## src/rtl/hazard_unit_sb_pkg.sv

```systemverilog
// Shared types and defaults for the hazard unit.
// The scoreboard, the hazard-unit interface and the top all import this package.
package hazard_pkg;

    localparam int DEF_NUM_REGS       = 32;
    localparam int DEF_REG_AW         = 5;
    localparam int DEF_NUM_FWD_STAGES = 2;
    localparam int DEF_MAX_LL         = 4;

    // A select of 0 means "regfile", so the width must also encode NUM_FWD_STAGES.
    function automatic int fwd_width(input int n_stages);
        return (n_stages < 1) ? 1 : $clog2(n_stages + 1);
    endfunction

    localparam int DEF_FWD_W = fwd_width(DEF_NUM_FWD_STAGES);

    typedef logic [DEF_REG_AW-1:0] reg_idx_t;
    typedef logic [DEF_FWD_W-1:0]  fwd_sel_t;

    localparam fwd_sel_t FWD_REGFILE = '0;

endpackage

```

## src/rtl/hazard_unit_sb_if.sv

```systemverilog
// Pipeline <-> hazard unit bundle: ID/EX operand info in, stall/flush/forward selects out.
// The master modport is the pipeline side and the slave modport is the hazard unit.
interface hazard_unit_sb_if
    import hazard_pkg::*;
#(
    parameter int REG_AW         = DEF_REG_AW,
    parameter int NUM_FWD_STAGES = DEF_NUM_FWD_STAGES,
    parameter int MAX_LL         = DEF_MAX_LL
);
    localparam int FWD_W = fwd_width(NUM_FWD_STAGES);
    localparam int CNT_W = $clog2(MAX_LL + 1);

    logic [REG_AW-1:0]                rs1_d;
    logic [REG_AW-1:0]                rs2_d;
    logic                             rs1_used_d;
    logic                             rs2_used_d;
    logic [REG_AW-1:0]                rd_d;
    logic                             reg_write_d;
    logic                             ll_d;
    logic [REG_AW-1:0]                rd_e;
    logic [REG_AW-1:0]                rs1_e;
    logic [REG_AW-1:0]                rs2_e;
    logic                             rs1_used_e;
    logic                             rs2_used_e;
    logic                             load_e;
    logic                             ll_issue_e;
    logic [NUM_FWD_STAGES*REG_AW-1:0] stage_rd;
    logic [NUM_FWD_STAGES-1:0]        stage_wr;
    logic                             ll_done;
    logic [REG_AW-1:0]                ll_done_rd;
    logic                             branch_taken;
    logic                             div_busy_e;
    logic                             mem_ready_m;

    logic                             stall;
    logic                             flush;
    logic [FWD_W-1:0]                 fwd_rs1;
    logic [FWD_W-1:0]                 fwd_rs2;
    logic                             div_stall;
    logic                             cache_stall;
    logic [CNT_W-1:0]                 ll_count;

    modport master (
        output rs1_d, rs2_d, rs1_used_d, rs2_used_d, rd_d, reg_write_d, ll_d,
        output rd_e, rs1_e, rs2_e, rs1_used_e, rs2_used_e, load_e, ll_issue_e,
        output stage_rd, stage_wr, ll_done, ll_done_rd, branch_taken,
        output div_busy_e, mem_ready_m,
        input  stall, flush, fwd_rs1, fwd_rs2, div_stall, cache_stall, ll_count
    );

    modport slave (
        input  rs1_d, rs2_d, rs1_used_d, rs2_used_d, rd_d, reg_write_d, ll_d,
        input  rd_e, rs1_e, rs2_e, rs1_used_e, rs2_used_e, load_e, ll_issue_e,
        input  stage_rd, stage_wr, ll_done, ll_done_rd, branch_taken,
        input  div_busy_e, mem_ready_m,
        output stall, flush, fwd_rs1, fwd_rs2, div_stall, cache_stall, ll_count
    );

endinterface

```

## src/rtl/hazard_unit_sb_reg_scoreboard.sv

```systemverilog
// Per-register pending bits for long-latency writers plus an outstanding-op counter.
// pend_eff hides a register whose result is being written back this very cycle.
module reg_scoreboard
    import hazard_pkg::*;
#(
    parameter int NUM_REGS = DEF_NUM_REGS,
    parameter int REG_AW   = DEF_REG_AW,
    parameter int MAX_LL   = DEF_MAX_LL,
    localparam int CNT_W   = $clog2(MAX_LL + 1)
) (
    input  logic                clk,
    input  logic                rst,
    input  logic                issue_en,
    input  logic [REG_AW-1:0]   issue_rd,
    input  logic                done,
    input  logic [REG_AW-1:0]   done_rd,
    output logic [NUM_REGS-1:0] pend_eff,
    output logic [CNT_W-1:0]    ll_count
);

    logic [NUM_REGS-1:0] pending_q, pending_d;
    logic [CNT_W-1:0]    count_q, count_d;
    logic                issue_hit;
    logic                done_hit;

    assign issue_hit = issue_en && (issue_rd != '0);
    assign done_hit  = done && pending_q[done_rd];

    // Issue is applied after done so a same-register issue/done pair leaves the bit set.
    always_comb begin
        pending_d = pending_q;
        if (done_hit) begin
            pending_d[done_rd] = 1'b0;
        end
        if (issue_hit) begin
            pending_d[issue_rd] = 1'b1;
        end
        pending_d[0] = 1'b0;

        count_d = count_q;
        case ({issue_hit, done_hit})
            2'b10:   count_d = count_q + 1'b1;
            2'b01:   count_d = count_q - 1'b1;
            default: count_d = count_q;
        endcase
    end

    always_ff @(posedge clk or posedge rst) begin
        if (rst) begin
            pending_q <= '0;
            count_q   <= '0;
        end else begin
            pending_q <= pending_d;
            count_q   <= count_d;
        end
    end

    generate
        for (genvar gi = 0; gi < NUM_REGS; gi++) begin : g_eff
            if (gi == 0) begin : g_x0
                assign pend_eff[gi] = 1'b0;
            end else begin : g_xn
                assign pend_eff[gi] = pending_q[gi] && !(done && (done_rd == REG_AW'(gi)));
            end
        end
    endgenerate

    assign ll_count = count_q;

    a_done_pending: assert property (@(posedge clk) disable iff (rst) done |-> pending_q[done_rd])
        else $error("ll_done to a register with no pending LL op");

endmodule

```

## src/rtl/hazard_unit_sb.sv

```systemverilog
// Hazard unit: LL scoreboard stalls, load-use stalls, multi-stage forwarding and
// multi-cycle flush after a taken branch. All outputs are forced low while rst is high.
module hazard_unit_sb
    import hazard_pkg::*;
#(
    parameter int NUM_REGS       = DEF_NUM_REGS,
    parameter int REG_AW         = DEF_REG_AW,
    parameter int NUM_FWD_STAGES = DEF_NUM_FWD_STAGES,
    parameter int MAX_LL         = DEF_MAX_LL,
    parameter int FLUSH_CYCLES   = 1
) (
    input  logic             clk,
    input  logic             rst,
    hazard_unit_sb_if.slave  hz
);

    localparam int FWD_W = fwd_width(NUM_FWD_STAGES);
    localparam int CNT_W = $clog2(MAX_LL + 1);
    localparam int FC_W  = $clog2(FLUSH_CYCLES + 1);

    logic [NUM_REGS-1:0] pend_eff;
    logic [CNT_W-1:0]    ll_count;
    logic [REG_AW-1:0]   stage_rd_a [NUM_FWD_STAGES];
    logic [FC_W-1:0]     flush_cnt_q, flush_cnt_d;

    logic load_use, sb_hit, ll_full;
    logic stall_int, flush_int, advance;
    logic [FWD_W-1:0] fwd1, fwd2;

    generate
        for (genvar gi = 0; gi < NUM_FWD_STAGES; gi++) begin : g_stage
            assign stage_rd_a[gi] = hz.stage_rd[gi*REG_AW +: REG_AW];
        end
    endgenerate

    reg_scoreboard #(
        .NUM_REGS (NUM_REGS),
        .REG_AW   (REG_AW),
        .MAX_LL   (MAX_LL)
    ) u_sb (
        .clk      (clk),
        .rst      (rst),
        .issue_en (hz.ll_issue_e && advance),
        .issue_rd (hz.rd_e),
        .done     (hz.ll_done),
        .done_rd  (hz.ll_done_rd),
        .pend_eff (pend_eff),
        .ll_count (ll_count)
    );

    always_comb begin
        load_use = hz.load_e && (hz.rd_e != '0)
                   && ((hz.rs1_used_d && (hz.rd_e == hz.rs1_d))
                    || (hz.rs2_used_d && (hz.rd_e == hz.rs2_d)));
        // The rd_d term catches WAW against an outstanding LL write.
        sb_hit   = (hz.rs1_used_d  && pend_eff[hz.rs1_d])
                || (hz.rs2_used_d  && pend_eff[hz.rs2_d])
                || (hz.reg_write_d && pend_eff[hz.rd_d]);
        ll_full  = hz.ll_d && (ll_count == CNT_W'(MAX_LL)) && !hz.ll_done;
        flush_int = hz.branch_taken || (flush_cnt_q != '0);
        stall_int = (load_use || sb_hit || ll_full) && !flush_int;
        advance   = hz.mem_ready_m && !hz.div_busy_e && !stall_int;
    end

    // Iterate oldest to youngest so the youngest matching stage wins.
    always_comb begin
        fwd1 = FWD_W'(FWD_REGFILE);
        fwd2 = FWD_W'(FWD_REGFILE);
        for (int k = NUM_FWD_STAGES - 1; k >= 0; k--) begin
            if (hz.stage_wr[k] && (stage_rd_a[k] != '0)) begin
                if (hz.rs1_used_e && (stage_rd_a[k] == hz.rs1_e)) begin
                    fwd1 = FWD_W'(k + 1);
                end
                if (hz.rs2_used_e && (stage_rd_a[k] == hz.rs2_e)) begin
                    fwd2 = FWD_W'(k + 1);
                end
            end
        end
    end

    // A new branch reloads the counter; cache stalls deliberately do not hold it.
    always_comb begin
        flush_cnt_d = flush_cnt_q;
        if (hz.branch_taken) begin
            flush_cnt_d = FC_W'(FLUSH_CYCLES - 1);
        end else if (flush_cnt_q != '0) begin
            flush_cnt_d = flush_cnt_q - 1'b1;
        end
    end

    always_ff @(posedge clk or posedge rst) begin
        if (rst) begin
            flush_cnt_q <= '0;
        end else begin
            flush_cnt_q <= flush_cnt_d;
        end
    end

    assign hz.stall       = !rst && stall_int;
    assign hz.flush       = !rst && flush_int;
    assign hz.fwd_rs1     = rst ? '0 : fwd1;
    assign hz.fwd_rs2     = rst ? '0 : fwd2;
    assign hz.div_stall   = !rst && hz.div_busy_e;
    assign hz.cache_stall = !rst && !hz.mem_ready_m;
    assign hz.ll_count    = rst ? '0 : ll_count;

    a_issue_vs_branch: assert property (@(posedge clk) disable iff (rst)
        !(hz.ll_issue_e && hz.branch_taken))
        else $error("ll_issue_e and branch_taken asserted together");

endmodule

```

## src/flat_wrapper.sv

```systemverilog
// flat-port wrapper written by rule: the top's interface ports become plain ports
module hazard_unit_sb_flat import hazard_pkg::*;
#(
    parameter int NUM_REGS       = DEF_NUM_REGS,
    parameter int REG_AW         = DEF_REG_AW,
    parameter int NUM_FWD_STAGES = DEF_NUM_FWD_STAGES,
    parameter int MAX_LL         = DEF_MAX_LL,
    parameter int FLUSH_CYCLES   = 1
)
  (clk, rst, hz_rs1_d, hz_rs2_d, hz_rs1_used_d, hz_rs2_used_d, hz_rd_d, hz_reg_write_d, hz_ll_d, hz_rd_e, hz_rs1_e, hz_rs2_e, hz_rs1_used_e, hz_rs2_used_e, hz_load_e, hz_ll_issue_e, hz_stage_rd, hz_stage_wr, hz_ll_done, hz_ll_done_rd, hz_branch_taken, hz_div_busy_e, hz_mem_ready_m, hz_stall, hz_flush, hz_fwd_rs1, hz_fwd_rs2, hz_div_stall, hz_cache_stall, hz_ll_count);
  hazard_unit_sb_if #(.REG_AW(REG_AW), .NUM_FWD_STAGES(NUM_FWD_STAGES), .MAX_LL(MAX_LL)) hz_i ();
  input  logic clk;
  input  logic rst;
  input wire logic [$bits(hz_i.rs1_d)-1:0] hz_rs1_d;
  input wire logic [$bits(hz_i.rs2_d)-1:0] hz_rs2_d;
  input wire logic [$bits(hz_i.rs1_used_d)-1:0] hz_rs1_used_d;
  input wire logic [$bits(hz_i.rs2_used_d)-1:0] hz_rs2_used_d;
  input wire logic [$bits(hz_i.rd_d)-1:0] hz_rd_d;
  input wire logic [$bits(hz_i.reg_write_d)-1:0] hz_reg_write_d;
  input wire logic [$bits(hz_i.ll_d)-1:0] hz_ll_d;
  input wire logic [$bits(hz_i.rd_e)-1:0] hz_rd_e;
  input wire logic [$bits(hz_i.rs1_e)-1:0] hz_rs1_e;
  input wire logic [$bits(hz_i.rs2_e)-1:0] hz_rs2_e;
  input wire logic [$bits(hz_i.rs1_used_e)-1:0] hz_rs1_used_e;
  input wire logic [$bits(hz_i.rs2_used_e)-1:0] hz_rs2_used_e;
  input wire logic [$bits(hz_i.load_e)-1:0] hz_load_e;
  input wire logic [$bits(hz_i.ll_issue_e)-1:0] hz_ll_issue_e;
  input wire logic [$bits(hz_i.stage_rd)-1:0] hz_stage_rd;
  input wire logic [$bits(hz_i.stage_wr)-1:0] hz_stage_wr;
  input wire logic [$bits(hz_i.ll_done)-1:0] hz_ll_done;
  input wire logic [$bits(hz_i.ll_done_rd)-1:0] hz_ll_done_rd;
  input wire logic [$bits(hz_i.branch_taken)-1:0] hz_branch_taken;
  input wire logic [$bits(hz_i.div_busy_e)-1:0] hz_div_busy_e;
  input wire logic [$bits(hz_i.mem_ready_m)-1:0] hz_mem_ready_m;
  output wire logic [$bits(hz_i.stall)-1:0] hz_stall;
  output wire logic [$bits(hz_i.flush)-1:0] hz_flush;
  output wire logic [$bits(hz_i.fwd_rs1)-1:0] hz_fwd_rs1;
  output wire logic [$bits(hz_i.fwd_rs2)-1:0] hz_fwd_rs2;
  output wire logic [$bits(hz_i.div_stall)-1:0] hz_div_stall;
  output wire logic [$bits(hz_i.cache_stall)-1:0] hz_cache_stall;
  output wire logic [$bits(hz_i.ll_count)-1:0] hz_ll_count;
  assign hz_i.rs1_d = hz_rs1_d;
  assign hz_i.rs2_d = hz_rs2_d;
  assign hz_i.rs1_used_d = hz_rs1_used_d;
  assign hz_i.rs2_used_d = hz_rs2_used_d;
  assign hz_i.rd_d = hz_rd_d;
  assign hz_i.reg_write_d = hz_reg_write_d;
  assign hz_i.ll_d = hz_ll_d;
  assign hz_i.rd_e = hz_rd_e;
  assign hz_i.rs1_e = hz_rs1_e;
  assign hz_i.rs2_e = hz_rs2_e;
  assign hz_i.rs1_used_e = hz_rs1_used_e;
  assign hz_i.rs2_used_e = hz_rs2_used_e;
  assign hz_i.load_e = hz_load_e;
  assign hz_i.ll_issue_e = hz_ll_issue_e;
  assign hz_i.stage_rd = hz_stage_rd;
  assign hz_i.stage_wr = hz_stage_wr;
  assign hz_i.ll_done = hz_ll_done;
  assign hz_i.ll_done_rd = hz_ll_done_rd;
  assign hz_i.branch_taken = hz_branch_taken;
  assign hz_i.div_busy_e = hz_div_busy_e;
  assign hz_i.mem_ready_m = hz_mem_ready_m;
  assign hz_stall = hz_i.stall;
  assign hz_flush = hz_i.flush;
  assign hz_fwd_rs1 = hz_i.fwd_rs1;
  assign hz_fwd_rs2 = hz_i.fwd_rs2;
  assign hz_div_stall = hz_i.div_stall;
  assign hz_cache_stall = hz_i.cache_stall;
  assign hz_ll_count = hz_i.ll_count;
  hazard_unit_sb #(.NUM_REGS(NUM_REGS), .REG_AW(REG_AW), .NUM_FWD_STAGES(NUM_FWD_STAGES), .MAX_LL(MAX_LL), .FLUSH_CYCLES(FLUSH_CYCLES)) u_core (.clk(clk), .rst(rst), .hz(hz_i));
endmodule
```

## config.mk

```make
export PLATFORM = sky130hd
export DESIGN_NAME = hazard_unit_sb_flat
export DESIGN_NICKNAME = d
export VERILOG_FILES = /design/src/rtl/hazard_unit_sb_pkg.sv /design/src/rtl/hazard_unit_sb_if.sv /design/src/rtl/hazard_unit_sb_reg_scoreboard.sv /design/src/rtl/hazard_unit_sb.sv /design/src/flat_wrapper.sv
export SDC_FILE = /design/constraint.sdc
export NUM_CORES = 1
export LEC_CHECK = 0
export CORE_UTILIZATION = 42
export CTS_CLUSTER_DIAMETER = 150
export DETAILED_ROUTE_END_ITERATION = 8
export PLACE_DENSITY = 0.73
export SLEW_MARGIN = 15
export SYNTH_ARGS = -nofsm -noshare
export SYNTH_HDL_FRONTEND = slang
export SYNTH_SLANG_ARGS = --single-unit
```

## constraint.sdc

```tcl
create_clock -name clk -period 3.8 [get_ports clk]
set_clock_uncertainty 0.15 [all_clocks]
set_input_delay 0.57 -clock clk [delete_from_list [all_inputs] [get_ports clk]]
set_output_delay 0.57 -clock clk [all_outputs]
set_load 0.01 [all_outputs]
```

==> impl_metrics.toml <==
[yosys]
synth.top_cell.area_share_pct = 22.65
yosysTopAreaCell = "dfrtp_1"
yosysMostFrequentCell = "o21ai_0"
ys_top_cells_by_area = "dfrtp_1, o21ai_0, xor2_1"
avgSynthCellArea_um2 = 8.201
syn_nets = 521
syn-cell-area_um2 = 3756
yosysSeqAreaShare_pct = 22.65
synthTopCellsByCount = "o21ai_0, dfrtp_1, xor2_1"
synthArstFlopShare_pct = 100.0
synth_top_flop_cell = "dfrtp_1"
ys_ff_latch = 34
yosys_warnings = 0
synth_cell_types = 73
syn_inst = 458
synth-edff-count = 0

[critical_path]
rr_startpoint = "u_core.u_sb.pending_q[16]$_DFF_PP0_"
worstPathCellList = "buf_2, buf_4, nand4_1, o21ai_1, buf_4, mux2i_1, nor2_1, nor4_4, buf_4, nor4_2, buf_4, a21oi_2, or4_1, ha_2, inv_2, fa_2, xor2_1, nor2_1, xor2_1"
critPathRequiredTime_ps = 3840
reg2reg_slack_ps = 210
arrival_ps = 3910
reg2reg_depth = 14
reg2reg_to = "u_core.u_sb.ll_count[2]$_DFFE_PP0P_"
startpoint_type = "input pin"
critPathKind = "input pin to register"
crit_path_end_kind = "register"
crit_path_max_fanout = 9
crit_top_cell = "buf_4"
cp_slowest_cell = "or4_1"
max_stage_delay_ps = 490

[power_and_ir_drop]
p_int_w = 0.001035
combPwrFrac_pct = 47.8
switching_share_pct = 38.87
leakage_nw = 2.632
p_clk_share_pct = 21.2
p_switching_w = 0.0006585
powerDensity_nw_per_um2 = 278.4
ir_worst_vdd_mv = 0.2572
totalPowerFinal_w = 0.001694
p_seq_share_pct = 31.1

[detailed_routing]
drc = 1
finalWirelength_um = 17630
wire_per_inst_um = 22.72
vias = 5151
routed_via_density = 6.638
drtPass1Iterations = 9
detail-route-antenna-nets = 0
drt-initial-drc-count = 782

[clock_tree]
htree_levels = 2
numClockSinks = 34
clock_path_buffers = 2
root_buffer = "clkbuf_8"
clkTransAtPathRegs_ps = 80
clk-insertion-delay-late_ps = 310
holdBufCountCts = 0
cts_buffers = 5
cts_tree = "done"

[run]
cap_violations = 0

[timing]
max_freq_ghz = 0.2581
finalSetupViolCount = 2
hold_violations = 0
maxSlewHeadroom_pct = 42.46
fin_tns_setup_ps = -112.3
fin_ws_ps = -74.59
finalMaxSlewViolations = 0
worst_pin_slew_ps = 856.6
rsz0062_at_grt = "true"
fin_crit_sh_pct = 102.0
final.min_clock_period_ps = 3875

[die]
core_area_um2 = 8678
io_pins = 72
die-height_um = 96.57
initial_core_util_pct = 43.28
die_w_um = 96.57
rows = 34
die-area_um2 = 9325

[finish]
stdcell_area_um2 = 6085
nNetsFinal = 730
drive_gt1_share_pct = 36.08
utilization_pct = 70.11
num-fill-cells = 634
antenna_cells = 0
area_growth_syn_to_layout_pct = 61.99

[grt]
grt_pass1_wl_um = 24840
grt_overflow = 0
antenna_found_initial = 0
grt_pass1_vias = 4777
track_usage_pct = 36.07
grt_max_degree = 32

[placed_design]
hpwl_um = 12390
dpl_worst_slack_ps = -961.3
gp_congestion = 1.119
portBuffers = 71
placed_cell_area_um2 = 5492

[status]
violations = "DRC, setup timing"
outcome = "finished with violations"

[min_path]
hold_start = "u_core.u_sb.ll_count[0]$_DFFE_PP0P_"
hold_path_end = "u_core.u_sb.ll_count[0]$_DFFE_PP0P_"
holdPathStages = 1
hp-class = "register to register"
-- state kept, by name (all words and copies together), names as in the netlist --
signal / cells
u_core.u_sb.pending_q: 31
u_core.u_sb.ll_count: 3
-- how the worst max path moves through the flow --
stage,startpoint,endpoint,slack [ps],depth (start not counted)
CTS,hz_rd_d[0],hz_stall,-5,11
detailed placement,hz_ll_done_rd[3],u_core.u_sb.ll_count[2]$_DFFE_PP0P_,-960,15
global route,hz_ll_done_rd[4],u_core.u_sb.ll_count[2]$_DFFE_PP0P_,-140,19
finish,hz_ll_done_rd[4],u_core.u_sb.ll_count[2]$_DFFE_PP0P_,-70,19
floorplan,hz_rs2_d[0],u_core.u_sb.ll_count[2]$_DFFE_PP0P_,50,17
global placement,hz_ll_done_rd[3],u_core.u_sb.ll_count[2]$_DFFE_PP0P_,-840,15
-- area by class of cell --
cell class,instances,area [µm²],share of cell area [%]
multi-input combinational,378,2964,48.71
clock buffer,5,68.82,1.131
tap,108,135.1,2.221
timing repair buffer,233,1963,32.26
clock inverter,3,45.04,0.7403
inverter,15,57.56,0.9459
sequential,34,850.8,13.98
-- cells by family (layout without fill, tap and decap cells) --
kind of cell | count (synthesis) | after routing | share of synthesized area (%)
AO/OA/AOI/OAI | 126 | 126 | 21.42
adder cells (fa/ha/maj) | 2 | 2 | 0.8661
multiplexers | 41 | 41 | 14.16
AND/OR/NAND/NOR | 170 | 170 | 26.28
buffers and inverters | 46 | 256 | 5.530
flip-flops | 34 | 34 | 22.65
XOR/XNOR | 39 | 39 | 9.094
-- worst max-delay path: cells and delay by family --
family          cells  cell delay, ps
simple gates        6            1290
buf+inv             6             910
compound gates      2             400
fa+ha+maj           2             390
xor+xnor            2             300
mux                 1              60
-- routing by layer --
metal / vias up / routed length, µm / global-route usage (%)
li1: 2170 / - / -
met1: 2386 / 6362 / 45.00
met2: 440 / 7776 / 57.86
met3: 155 / 2124 / 7.277
met4: 0 / 1366 / 20.71
met5: - / 0 / 0
-- layout by cell type (no fill, tap or decap), types with 12 or more instances in the layout --
master	count
dfrtp_1	34
buf_4	147
mux2i_1	21
inv_1	12
nor2_1	22
nor3_1	18
xor2_1	28
clkdlybuf4s50_1	53
buf_6	12
nand2_1	27
o21ai_0	48
nand3_1	20
-- power groups by stage --
| stage | Sequential (W) | Clock (W) | Combinational [W] |
|---|---|---|---|
| after global placement | 0.000505 | 0 | 0.000676 |
| after detailed placement | 0.000509 | 0 | 0.000695 |
| after CTS | 0.000506 | 0.000349 | 0.000733 |
| after floorplan | 0.000472 | 0 | 0.000346 |
| final | 0.000526 | 0.000359 | 0.000809 |
| after global routing | 0.000525 | 0.000370 | 0.000851 |
-- per-stage QoR --
stage | hold slack (ps) | cells
floorplan | 305.8 | 458
global placement | 338.5 | 743
detailed placement | 349.3 | 743
CTS | 359.9 | 763
global route | 384.7 | 776
finish | 362.5 | 776
-- what timing repair did --
action | in CTS | in global routing
gates cloned | 1 | 2
pin swaps | 16 | 27
endpoints found under the setup margin | 4 | 3
resized for setup | 66 | 60
setup buffers | 11 | 11
Note: power is estimated with default switching activity, not from simulation.
==> variant, RTL diff (same flow settings) <==
Set the package constant `DEF_REG_AW` to 7 (it was 5).
--- a/src/rtl/hazard_unit_sb_pkg.sv
+++ b/src/rtl/hazard_unit_sb_pkg.sv
@@ -3,7 +3,7 @@
 package hazard_pkg;
 
     localparam int DEF_NUM_REGS       = 32;
-    localparam int DEF_REG_AW         = 5;
+    localparam int DEF_REG_AW         = 7;
     localparam int DEF_NUM_FWD_STAGES = 2;
     localparam int DEF_MAX_LL         = 4;
 
Ports: changed (8 resized); port bits go from 72 to 90. No check against the original RTL was run, so the function may have changed too.
==> variant against the original RTL <==
Highest routed layer unchanged; final area up 10%; worst setup slack better by 0.13 ns; die area up 14%; utilization down 2.1 points; routed wire length up 0.73%; sequential cell count unchanged; synthesized area up 15%; largest cell class unchanged; power down 20%; via count up 5.0%; fmax up 3.5%; count of clock-buffer cells in the layout up 2; non-clock buffer count up 2.
==> variant: results (changes against the original RTL) <==
\begin{tabular}{lr}
\hline
Metric & Value \\
\hline
\multicolumn{2}{l}{\textbf{Logic synthesis}} \\
Area share of xor/xnor cells in the synthesized design & 0.106 (+0.0148) \\
Yosys cell types & 66 (-9.6\%) \\
Synth Area in Compound Gates & 0.262 (+0.0482) \\
Combinational family with the most area after synthesis & compound AO/OA/AOI/OAI gates \\
Commonest cells post-synth & xnor2\_1 (49), dfrtp\_1 (34), o2111ai\_1 (31) \\
Share of synthesized area occupied by flip-flops and latches & 0.198 (-0.0289) \\
\multicolumn{2}{l}{\textbf{STA}} \\
Actual slew at the worst max-slew pin & 0.596 ns (-0.261 ns) \\
\multicolumn{2}{l}{\textbf{Final layout}} \\
Fill cells & 806 (+27\%) \\
Final net count & 801 (+9.7\%) \\
Share of cells above drive strength 1 & 0.316 (-0.0446) \\
\multicolumn{2}{l}{\textbf{Worst setup path}} \\
Source of the worst register-to-register timing path & u\_core.u\_sb.pending\_q[23] \\
Crit path max fanout & 5 (-4) \\
\multicolumn{2}{l}{\textbf{Placement}} \\
Count of buffers inserted at the top-level ports & 87 (+23\%) \\
HPWL reported at the end of detailed placement & 14.3 mm (+16\%) \\
Placed Instance Area & 6260 um\^{}2 (+14\%) \\
GP Congestion & 0.987 (-12\%) \\
\multicolumn{2}{l}{\textbf{Drt}} \\
DR WL/cell & 20.8 um (-8.5\%) \\
Number of search-and-repair iterations in the first detailed-routing pass & 5 (-4) \\
Drt via density & 6.33 (-4.6\%) \\
Iter 0 DRT Violations & 442 (-43\%) \\
\multicolumn{2}{l}{\textbf{Clocking}} \\
Later-pin clock latency in the skew report & 0.29 ns (-0.02 ns) \\
\multicolumn{2}{l}{\textbf{Run status}} \\
Run status & finished, final reports clean \\
\multicolumn{2}{l}{\textbf{Hold path}} \\
Hold wc startpoint & u\_core.u\_sb.ll\_count[2] \\
\multicolumn{2}{l}{\textbf{Global routing}} \\
Via count of the first global-routing pass & 5,477 (+15\%) \\
Global-route wire length before repair & 27.8 mm (+12\%) \\
\multicolumn{2}{l}{\textbf{Power}} \\
Maximum vdd ir drop & 0.194 mV (-25\%) \\
\hline
\end{tabular}
-- variant: cell types whose count changed in the layout (fill, tap and decap cells not counted), sizes merged, moves of 18 or more --
cell	change
buf	-19
clkdlybuf4s50	+22
nand4	+18
o2111ai	+29
o31ai	+18
xnor2	+39
xor2	-26
-- variant: final timing paths --
path	cells after the start	end	slack, ns
max	15	u_core.u_sb.ll_count[2]	0.06
min	1	u_core.u_sb.ll_count[2]	0.35
max reg2reg	13	u_core.u_sb.ll_count[2]	0.60
min reg2reg	1	u_core.u_sb.ll_count[2]	0.35
max in group asynchronous	3	u_core.u_sb.pending_q[2]	2.31
min in group asynchronous	3	u_core.u_sb.pending_q[11]	0.89
-- variant: kinds of logic (layout without fill, tap and decap cells) --
family          count (synthesis)  in the layout
simple gates                  179            179
fa+ha+maj                       2              2
compound gates                156            156
mux                            43             43
buf+inv                        63            255
xor+xnor                       52             52
flops                          34             34
-- variant: per-stage QoR --
step                 util  setup WS, ns  std cells  hold WS, ns  total power [mW]
detailed placement  0.635        -0.663        841        0.338              1.03
CTS                 0.669       -0.0186        851        0.351              1.33
global placement    0.635        -0.661        841        0.348              1.02
global route        0.680       -0.0272        854        0.366              1.42
floorplan               -         0.191        529        0.305             0.707
finish              0.680        0.0574        854        0.351              1.36
-- variant: critical path: stages --
cell and delay (ns):
clkdlybuf4s15_1 0.20, or4b_4 0.49, buf_6 0.16, o31ai_4 0.27
o211ai_1 0.13, nor4_2 0.33, a41oi_2 0.11, a211oi_2 0.30
buf_4 0.16, nand4_1 0.10, ha_2 0.22, fa_2 0.37
xnor2_2 0.14, nor2_1 0.13, xor2_1 0.14
-- variant: power by group --
part	leakage, nW	internal [mW]	switching [mW]
clock network	0.0482	0.146	0.131
registers	0.465	0.392	0.0453
logic	2.07	0.334	0.307
total	2.58	0.872	0.483
-- variant: routing by layer --
metal | wire length [um] | vias up | track usage
li1 | - | 2446 | -
met1 | 7260 | 2521 | 0.453
met2 | 8060 | 354 | 0.583
met3 | 1530 | 86 | 0.0242
met4 | 917 | 0 | 0.167
met5 | 0 | - | 0
-- variant: what timing repair did --
item                                    CTS  global route
endpoints found under the setup margin    4             5
buffers inserted                          1             3
resized for setup                        53            29
hold endpoints to repair                  0             0
pin swaps                                11            16
gates cloned                              1             0
-- variant: final cells by class --
class                   instances  area [um^2]  share of cell area
inverters                      12         45.0             0.00671
clock inverters                 1         5.00            0.000746
clock buffers                   7         86.3              0.0129
well taps                     133          166              0.0248
flip-flops and latches         34          851               0.127
multi-input cells             432         3500               0.522
repair buffers                235         2050               0.306
